### src/rtl/if_fetch_stage.sv
// Instruction-fetch stage: owns the PC, requests instructions with a req/ready
// handshake, and holds the fetched PC/instruction pair for the IF/ID register.
module if_fetch_stage #(
    parameter logic [15:0] RESET_PC  = 16'h0000,
    parameter logic [15:0] NOP_INSTR = 16'h0000,
    parameter logic [15:0] PC_INC    = 16'd2
) (
    input  logic        CLK,
    input  logic        Reset,
    input  logic        Stall,
    input  logic        BranchTaken,
    input  logic [15:0] BranchTarget,
    input  logic        IMemReady,
    input  logic [15:0] IMemData,
    output logic        IMemReq,
    output logic [15:0] IMemAddr,
    output logic [15:0] OPC,
    output logic [15:0] OIR,
    output logic        Valid
);

    typedef enum logic [1:0] {
        BOOT,
        FETCH,
        REDIRECT
    } state_t;

    state_t      state_q;
    logic [15:0] pc_q;
    logic [15:0] opc_q;
    logic [15:0] oir_q;
    logic        valid_q;

    logic        req_d;
    logic        fetch_done_d;
    logic [15:0] pc_next_d;
    logic [15:0] branch_pc_d;
    logic        unused_target_lsb;

    // A full output register under stall blocks new requests, so a late ready is ignored.
    always_comb begin
        req_d        = (state_q == FETCH) && !(valid_q && Stall);
        fetch_done_d = req_d && IMemReady;
        pc_next_d    = pc_q + PC_INC;
        branch_pc_d  = {BranchTarget[15:1], 1'b0};
    end

    assign unused_target_lsb = BranchTarget[0];

    always_ff @(posedge CLK or negedge Reset) begin
        if (!Reset) begin
            state_q <= BOOT;
            pc_q    <= RESET_PC;
            opc_q   <= '0;
            oir_q   <= NOP_INSTR;
            valid_q <= 1'b0;
        end else if (BranchTaken) begin
            // Redirect wins over any fetch completing or stall on this edge.
            state_q <= REDIRECT;
            pc_q    <= branch_pc_d;
            opc_q   <= '0;
            oir_q   <= NOP_INSTR;
            valid_q <= 1'b0;
        end else begin
            case (state_q)
                BOOT:     state_q <= FETCH;
                REDIRECT: state_q <= FETCH;
                default:  state_q <= FETCH;
            endcase
            if (fetch_done_d) begin
                opc_q   <= pc_q;
                oir_q   <= IMemData;
                valid_q <= 1'b1;
                pc_q    <= pc_next_d;
            end else if (valid_q && !Stall) begin
                oir_q   <= NOP_INSTR;
                valid_q <= 1'b0;
            end
        end
    end

    assign IMemReq  = req_d;
    assign IMemAddr = pc_q;
    assign OPC      = opc_q;
    assign OIR      = oir_q;
    assign Valid    = valid_q;

endmodule

### config.mk
export PLATFORM = sky130hd
export DESIGN_NAME = if_fetch_stage
export DESIGN_NICKNAME = d
export VERILOG_FILES = /design/src/rtl/if_fetch_stage.sv
export SDC_FILE = /design/constraint.sdc
export NUM_CORES = 1
export LEC_CHECK = 0
export BUFFER_PORTS_ARGS = -buffer_cell sky130_fd_sc_hd__buf_4
export CAP_MARGIN = 20
export CORE_MARGIN = 4
export CORE_UTILIZATION = 27
export CTS_CLUSTER_DIAMETER = 40
export DETAILED_ROUTE_END_ITERATION = 8
export SLEW_MARGIN = 20
export SYNTH_ARGS = -nofsm -noshare
export SYNTH_HDL_FRONTEND = slang
export SYNTH_SLANG_ARGS = --single-unit
### constraint.sdc
create_clock -name CLK -period 2.69 [get_ports CLK]
set_input_delay 0.4035 -clock CLK [delete_from_list [all_inputs] [get_ports CLK]]
set_output_delay 0.4035 -clock CLK [all_outputs]
set_load 0.01 [all_outputs]
[After elaboration in Yosys (flattened, before gate mapping)]
Index checks and enable logic that the tools add are counted.
Operators by class
  $add $sub $neg: 1
  multipliers: 0
  mux-type cells: 11
  eq/ne operators: 1
  reduce and logical (&&, ||, !) cells: 8
  div/mod/pow operators: 0
  bitwise logic cells: 0
  shifts and indexed selects: 0
  order comparisons: 0
Operator list (number)
  $mux 16: 7
  $add 16x2->16 const B: 1
  $logic_and 1x1->1: 4
  $mux 1: 3
  $reduce_bool 3->1: 1
  $eq 2x1->1 const B: 1
  $logic_not 1->1: 2
  $mux 2: 1
  $reduce_bool 2->1: 1
Word-level totals
  latch bits: 0
  logic and storage cells: 26
  bits of input ports: 37
  output and inout bits: 50
  ROM bits: 0
  memories kept: 0
  flip-flop bits (word level): 51
  bits in writable memories: 0

[Depth between registers and ports, before layout]
Gate-level depths: netlist (run 1).
  word-level depth: 6
  mapped depth: 6
  gate-level depth less buffers: 5

[Least setup slack after synthesis (run 1)]
OpenSTA, ideal clock, no wires.
  kind: reg-to-reg
  from: reg valid_q, in the netlist Valid
  to: reg pc_q[13], in the netlist IMemAddr[13]
  clock period less this slack: 1.579 ns
  buffers on the path: 1
  arrival: 1.455 ns
  path slack: 1.111 ns
  required time: 2.566 ns
  stages on the path, launching flop included: 6
  setup time: 0.124 ns
  cell sequence: dfrtp_1 -> and2_4 -> buf_6 -> nor4_4 -> a21boi_1 -> o31a_1
Between the ends
  cells in the longest elaborated chain, start to end: 5
Ends and longest elaborated chain
  start, declared: line 32  | logic valid_q;
  start signal, assigned: line 56  | valid_q <= 1'b0;
  start signal, assigned: line 63  | valid_q <= 1'b0;
  start signal, assigned: line 73  | valid_q <= 1'b1;
  $logic_and 1x1->1: line 42  | req_d = (state_q == FETCH) && !(valid_q && Stall);
  $logic_not 1->1: line 42
  $logic_and 1x1->1: line 42
  $logic_and 1x1->1: line 43  | fetch_done_d = req_d && IMemReady;
  $reduce_bool 2->1 (no source line)
  end signal, assigned: line 60  | pc_q <= branch_pc_d;
  end signal, assigned: line 74  | pc_q <= pc_next_d;
  end, declared: line 29  | logic [15:0] pc_q;
No other way between the ends.
A chain may end at the register's enable or synchronous reset.

[Worst setup path in the final report (run 1)]
  from: reg state_q[1]
  to: reg pc_q[13], in the netlist IMemAddr[13]
Between the ends
  cells in the longest elaborated chain, start to end: 4
Ends and longest elaborated chain
  start, declared: line 28  | state_t state_q;
  start signal, assigned: line 52  | state_q <= BOOT;
  start signal, assigned: line 59  | state_q <= REDIRECT;
  start signal, assigned: line 66  | BOOT: state_q <= FETCH;
  $eq 2x1->1: line 42
  $logic_and 1x1->1: line 42
  $logic_and 1x1->1: line 43
  $reduce_bool 2->1 (no source line)
No other way between the ends.

==> results of run 1 <==
flip-flops by register name, summed over array words and instances (netlist names):
register	flops
OIR	16
IMemAddr	15
Valid	1
OPC	16
state_q	2
worst paths after layout:
| path | startpoint | to | slack (ns) | cells after the start |
|---|---|---|---|---|
| max in group asynchronous | Reset | IMemAddr[13] | 2.14 | 1 |
| max | state_q[1] | IMemAddr[13] | 0.89 | 4 |
| min | Reset | OPC[2] | 0.12 | 1 |
| max reg2reg | state_q[1] | IMemAddr[13] | 0.89 | 4 |
| min reg2reg | OIR[13] | OIR[13] | 0.51 | 1 |
| min in group CLK | BranchTarget[10] | IMemAddr[10] | 0.31 | 3 |
critical path: stages (launching register included):
cell	delay, ns
dfrtp_1	0.38
nand2b_1	0.32
nor4_4	0.57
a21boi_1	0.13
o31a_1	0.29
layout make-up:
type	count	area (sq um)
clock buffer	6	72.6
clock inverter	2	37.5
fill	850	5130
inverter	5	18.8
multi-input combinational	155	931
sequential	50	1250
tap	105	131
timing repair buffer	86	646
cell families after synthesis:
logic type	synth area share (%)
buffers and inverters	4.23
AND/OR/NAND/NOR	21.5
AO/OA/AOI/OAI	14.6
XOR/XNOR	2.31
flip-flops	54.9
other	0.165
adder cells (fa/ha/maj)	0.549
multiplexers	1.76
synth_stat cells:
cell / n / area, sq um
dfrtp_1: 50 / 1250
nand2_1: 47 / 176
a21oi_1: 17 / 85.1
a22o_1: 16 / 140
nand3_1: 7 / 35.0
nor2_1: 7 / 26.3
o21ai_1: 7 / 35.0
xnor2_1: 6 / 52.6
buf_2: 5 / 25.0
nand4_1: 5 / 31.3
nor3_1: 5 / 25.0
clkbuf_1: 4 / 15.0
inv_1: 4 / 15.0
mux2i_1: 4 / 40.0
nor2b_1: 4 / 25.0
and3_1: 3 / 18.8
buf_4: 3 / 22.5
nor4_1: 3 / 18.8
a31o_1: 2 / 17.5
a31oi_1: 2 / 12.5
nand2b_1: 2 / 12.5
nand3_2: 2 / 20.0
nor4_4: 2 / 42.5
o21ai_0: 2 / 10.0
a211o_1: 1 / 8.76
a21boi_1: 1 / 7.51
a22oi_1: 1 / 7.51
and2_4: 1 / 8.76
and2b_1: 1 / 7.51
and3b_1: 1 / 8.76
buf_1: 1 / 3.75
buf_6: 1 / 11.3
clkinv_1: 1 / 3.75
conb_1: 1 / 3.75
ha_1: 1 / 12.5
nand3b_1: 1 / 7.51
nor3_4: 1 / 16.3
nor4b_1: 1 / 8.76
o31a_1: 1 / 8.76
stage by stage:
step	util, %	setup slack [ns]	hold slack [ns]	cell area (sq um)
6_report	37.6	0.894	0.122	3090
2_1_floorplan	-	1.11	0.108	2280
3_3_place_gp	36.2	0.875	0.479	2980
5_1_grt	37.6	0.757	0.156	3090
3_5_place_dp	36.2	0.862	0.488	2980
4_1_cts	37.6	0.867	0.145	3090
report_power, final:
group          internal, W  switching (W)  total, W
Combinational     0.000128       0.000130  0.000257
Clock             0.000278       0.000256  0.000534
Sequential        0.000791      0.0000495  0.000841
routing by layer:
metal,part of all wire [%],GRT usage (%),vias up
met5,0,0,-
met4,0.49,2.84,0
met3,7.8,3.75,2
met2,46,20.0,65
met1,46,17.5,921
li1,-,-,938
==> flow_metrics.tcl, run 1 <==
set metrics [dict create \
    synth_fp_nets 262 \
    clock_latency_ns 0.30 \
    antenna_found_initial 0 \
    final_common_cell "buf_4" \
    routed_wl_um 6120 \
    crit_arrival_ns 1.99 \
    layout-drive-gt1-share_pct 32.6 \
    hpwlAfterDp_um 4300 \
    die_x_um 99.9 \
    maxSlewViolCount 0 \
    clock.fmax_ghz 0.557 \
    irDropWorstVdd_uv 192 \
    start_kind "flop" \
    slew_headroom_pct 56.8 \
    path_clk_slew_ns 0.09 \
    syn_to_final_growth_pct 35.5 \
    num_io_pins 87 \
    power.density_nw_per_um2 528 \
    maxCapViolCount 0 \
    ys_ff_latch 50 \
    postCtsSetupBuffers 0 \
    setup_viol 0 \
    p_leak_nw 1.44 \
    coreArea_sq_um 8220 \
    worstHoldPathType "in2async" \
    avgSynthCellArea_sq_um 10.2 \
    p_total_w 0.00163 \
    path_class "reg2reg" \
    end_kind "flop" \
    place_inst 401 \
    finalHoldViolCount 0 \
    start_util_pct 27.7 \
    h-tree-depth 2 \
    vias 1926 \
    diodes 0 \
    outcome "completed" \
    nets 341 \
    tightest_slew_ns 0.648 \
    dr.pass1.iters 4 \
    rsz0062_at_grt "no" \
    detail_route.drc_violations 0 \
    gp_congestion 0.736 \
    ys_seq_area_share_pct 54.9 \
    grt_pass1_vias 2011 \
    postSynthCellCount 224 \
    first_iter_violations 100 \
    die_area_sq_um 9970 \
    crit_required_ns 2.88 \
    stdcell_count 409 \
    cts_resized 0 \
    clockBufferDepth 2 \
    cts_buffers 5 \
    ant_nets 0 \
    grt_use_total_pct 12.8 \
    layout_common_cells "buf_4, dfrtp_1, nand2_1" \
    yosysWarnings 0 \
    timing.final.crit_share_pct 66.8 \
    grt_max_degree 51 \
    yosysUniqueCellTypes 39 \
    cts_root_buffer "clkbuf_8" \
    port_buffers 84 \
    rows 33 \
    finalClockSkew_ns 0.00356 \
    fin_crit_ns 1.80 \
    clock-sinks 50 \
    grt_overflow_total 0 \
    post_drt_wl_per_cell_um 15.0 \
    cts_hold_buf 0 \
    synth.cell_area_sq_um 2280 \
    via_per_inst 4.71 \
    crit_fanout 8 \
    tns_ns 0 \
    die_h_um 99.9 \
    tritoncts "done" \
    grt_pass1_wl_um 10200 \
]
No activity file was read; power rests on OpenSTA's default activity.
==> run 2, diff against run 1 <==
--- a/config.mk
+++ b/config.mk
@@ -5,6 +5,7 @@
 export SDC_FILE = /design/constraint.sdc
 export NUM_CORES = 1
 export LEC_CHECK = 0
+export ABC_AREA = 1
 export BUFFER_PORTS_ARGS = -buffer_cell sky130_fd_sc_hd__buf_4
 export CAP_MARGIN = 20
 export CORE_MARGIN = 4
==> constraint.sdc (replaced) <==
create_clock -name CLK -period 1.8 [get_ports CLK]
set_input_delay 0.27 -clock CLK [delete_from_list [all_inputs] [get_ports CLK]]
set_output_delay 0.27 -clock CLK [all_outputs]
set_load 0.01 [all_outputs]
==> run 2 against run 1 <==
- sequential cell count unchanged
- core utilization decreased by 0.23 points
- sequential power increased by 51%
- critical path depth increased by 3
- clock-buffer cell count decreased by 1
- first-iteration DRC count decreased by 8.0%
- global-route usage about the same
- clock power increased by 27%
- register-to-register slack got worse by 0.56 ns
- critical path type unchanged
- critical endpoint is now OIR[10]
- largest cell class unchanged
==> flow_metrics.tcl, run 2 <==
set metrics [dict create \
    nets 438 \
    synth_fp_nets 354 \
    async_flop_share_pct 100 \
    end_kind "flop" \
    grt_pass1_vias 2260 \
    worstHoldPathType "in2reg" \
    synth_compound_area_share_pct 4.30 \
    clock_latency_ns 0.31 \
    grt_pass1_wl_um 11400 \
    vias 2243 \
    cts_buffers 5 \
    slowest_delay_ns 0.42 \
    r2r-start "Valid" \
    clock-sinks 50 \
    cts_root_buffer "clkbuf_8" \
    worstHoldEndpoint "OIR[1]" \
    crit_fanout 33 \
    reg2reg_slack_ns 0.34 \
    synthMuxAreaShare_pct 0 \
    min-delay-start "IMemData[1]" \
    yosysTopAreaCellShare_pct 50.5 \
    start_kind "flop" \
    cts_resized 0 \
    final_cell_area_sq_um 3290 \
    ys_seq_area_share_pct 50.5 \
    hpwlAfterDp_um 4990 \
    synth_xor_area_share_pct 1.06 \
    fin_ws_ns 0.336 \
    yosysTopAreaCell "dfrtp_1" \
    hold_depth 3 \
    tritoncts "done" \
    path_clk_slew_ns 0.10 \
    detail_route.drc_violations 0 \
    timing.rr.end "OIR[10]" \
    die_area_sq_um 10800 \
    synth.cell_area_sq_um 2480 \
    grt_use_total_pct 12.8 \
    place_area_sq_um 3190 \
    outcome "completed" \
    port_buffers 84 \
    h-tree-depth 2 \
    power.density_nw_per_um2 728 \
    irDropWorstVdd_uv 317 \
    grt_overflow_total 0 \
    coreArea_sq_um 8810 \
    layout-drive-gt1-share_pct 27.2 \
    synth_top_family_by_area "simple AND/OR/NAND/NOR gates" \
    slowest_stage "dfrtp_1" \
    yosysMostFrequentCell "nand2_1" \
    gp_congestion 0.787 \
    yosys-top-cells-count "nand2_1, dfrtp_1, nand3_1, inv_1, nor2_1" \
    routed_wl_um 6840 \
    via_per_inst 4.41 \
    syn_to_final_growth_pct 32.8 \
    tns_ns 0 \
    crit_required_ns 1.99 \
    first_iter_violations 92 \
    path_buf_inv 2 \
    dr.pass1.iters 5 \
    clockBufferDepth 2 \
    cpLargestDelayFamily "simple AND/OR/NAND/NOR gates" \
    grt_max_degree 51 \
    finalHoldViolCount 0 \
    yosysUniqueCellTypes 26 \
    synthAdderAreaFrac_pct 0.505 \
    rows 34 \
    synthFlopType "dfrtp_1" \
    p_leak_nw 1.77 \
    rsz0062_at_grt "no" \
    ant_nets 0 \
    fin_crit_ns 1.46 \
    ys_top_cells_by_area "dfrtp_1, nand2_1, nand3_1" \
    antenna_found_initial 0 \
    synthSimpleGateAreaFrac_pct 34.7 \
    finalClockSkew_ns 0.0176 \
    postSynthCellCount 316 \
    maxSlewViolCount 0 \
    yosysWarnings 0 \
    post_drt_wl_per_cell_um 13.4 \
    place_ws_ns 0.341 \
    final_core_util_pct 37.4 \
    timing.final.crit_share_pct 81.3 \
    synth-edff-count 0 \
    die_h_um 104 \
    diodes 0 \
    tightest_slew_ns 0.645 \
    avgSynthCellArea_sq_um 7.84 \
    crit_arrival_ns 1.65 \
    clock.fmax_ghz 0.683 \
    reg2reg_depth 7 \
    slew_headroom_pct 57.0 \
    maxCapViolCount 0 \
    layout_common_cells "nand2_1, buf_4, dfrtp_1" \
    p_total_w 0.00240 \
    start_util_pct 28.1 \
    final_common_cell "nand2_1" \
    die_x_um 104 \
    ys_ff_latch 50 \
    setup_viol 0 \
    path_class "reg2reg" \
    num_io_pins 87 \
    crit_chain "nand2_2 -> nand3_4 -> nand2_4 -> inv_2 -> buf_12 -> nand3_1 -> nand2_1" \
]
[run 2: cell types whose count changed after synthesis, sizes merged, moves of 4 or more]
| cell | delta |
|---|---|
| nor4 | -5 |
| nor3 | -6 |
| nand2 | +79 |
| nor2b | -4 |
| a22o | -16 |
| inv | +27 |
| nand3 | +38 |
| a21oi | -16 |
| nor2 | +16 |
| o21ai | +6 |
| xnor2 | -6 |
| mux2i | -4 |
[run 2: cell type report]
class                   count  area (sq um)
flip-flops and latches     50          1250
inverters                  31           116
multi-input cells         222          1010
repair buffers             90           691
clock inverters             3          18.8
clock buffers               5          68.8
well taps                 108           135
fillers                   920          5520
[run 2: worst reg2reg max path: stages (launching register included)]
cell     delay [ns]
dfrtp_1        0.42
nand2_2        0.14
nand3_4        0.20
nand2_4        0.19
inv_2          0.06
buf_12         0.17
nand3_1        0.09
nand2_1        0.07
[run 2: kinds of logic (layout without fill, tap and decap cells)]
group / count (synthesis) / count (layout)
XOR/XNOR: 3 / 3
AND/OR/NAND/NOR: 198 / 198
adder cells (fa/ha/maj): 1 / 1
buffers and inverters: 44 / 129
AO/OA/AOI/OAI: 19 / 19
other: 1 / 1
flip-flops: 50 / 50
[run 2: worst max-delay path by stage]
stage | end | depth (start not counted) | slack [ns] | from
after floorplan | IMemAddr[11] | 8 | 0.49 | IMemAddr[2]
after global placement | OIR[8] | 8 | 0.38 | Stall
after detailed placement | OIR[10] | 7 | 0.34 | Valid
after CTS | OIR[10] | 7 | 0.30 | Valid
after global routing | OIR[10] | 7 | 0.20 | Valid
final | OIR[10] | 7 | 0.34 | Valid
[run 2: through the flow]
stage	hold WS (ns)	std cells
3_3_place_gp	0.343	500
4_1_cts	0.144	509
5_1_grt	0.136	509
2_1_floorplan	-0.0256	316
3_5_place_dp	0.342	500
6_report	0.154	509
[run 2: layer usage]
layer	vias up	track usage [%]	routed length, um
met5	-	0	0
li1	1150	-	-
met4	0	2.56	54
met3	7	3.42	396
met2	61	22.1	3380
met1	1025	16.2	3010
[run 2: report_power, final]
group / internal, W / total [W] / switching [W]
clock: 0.000275 / 0.000680 / 0.000405
combinational: 0.000206 / 0.000450 / 0.000244
sequential: 0.00119 / 0.00127 / 0.0000791
[run 2: what timing repair did]
action                    4_1_cts  5_1_grt
hold buffers                    1        0
buffers inserted                0        0
hold endpoints to repair       23        0
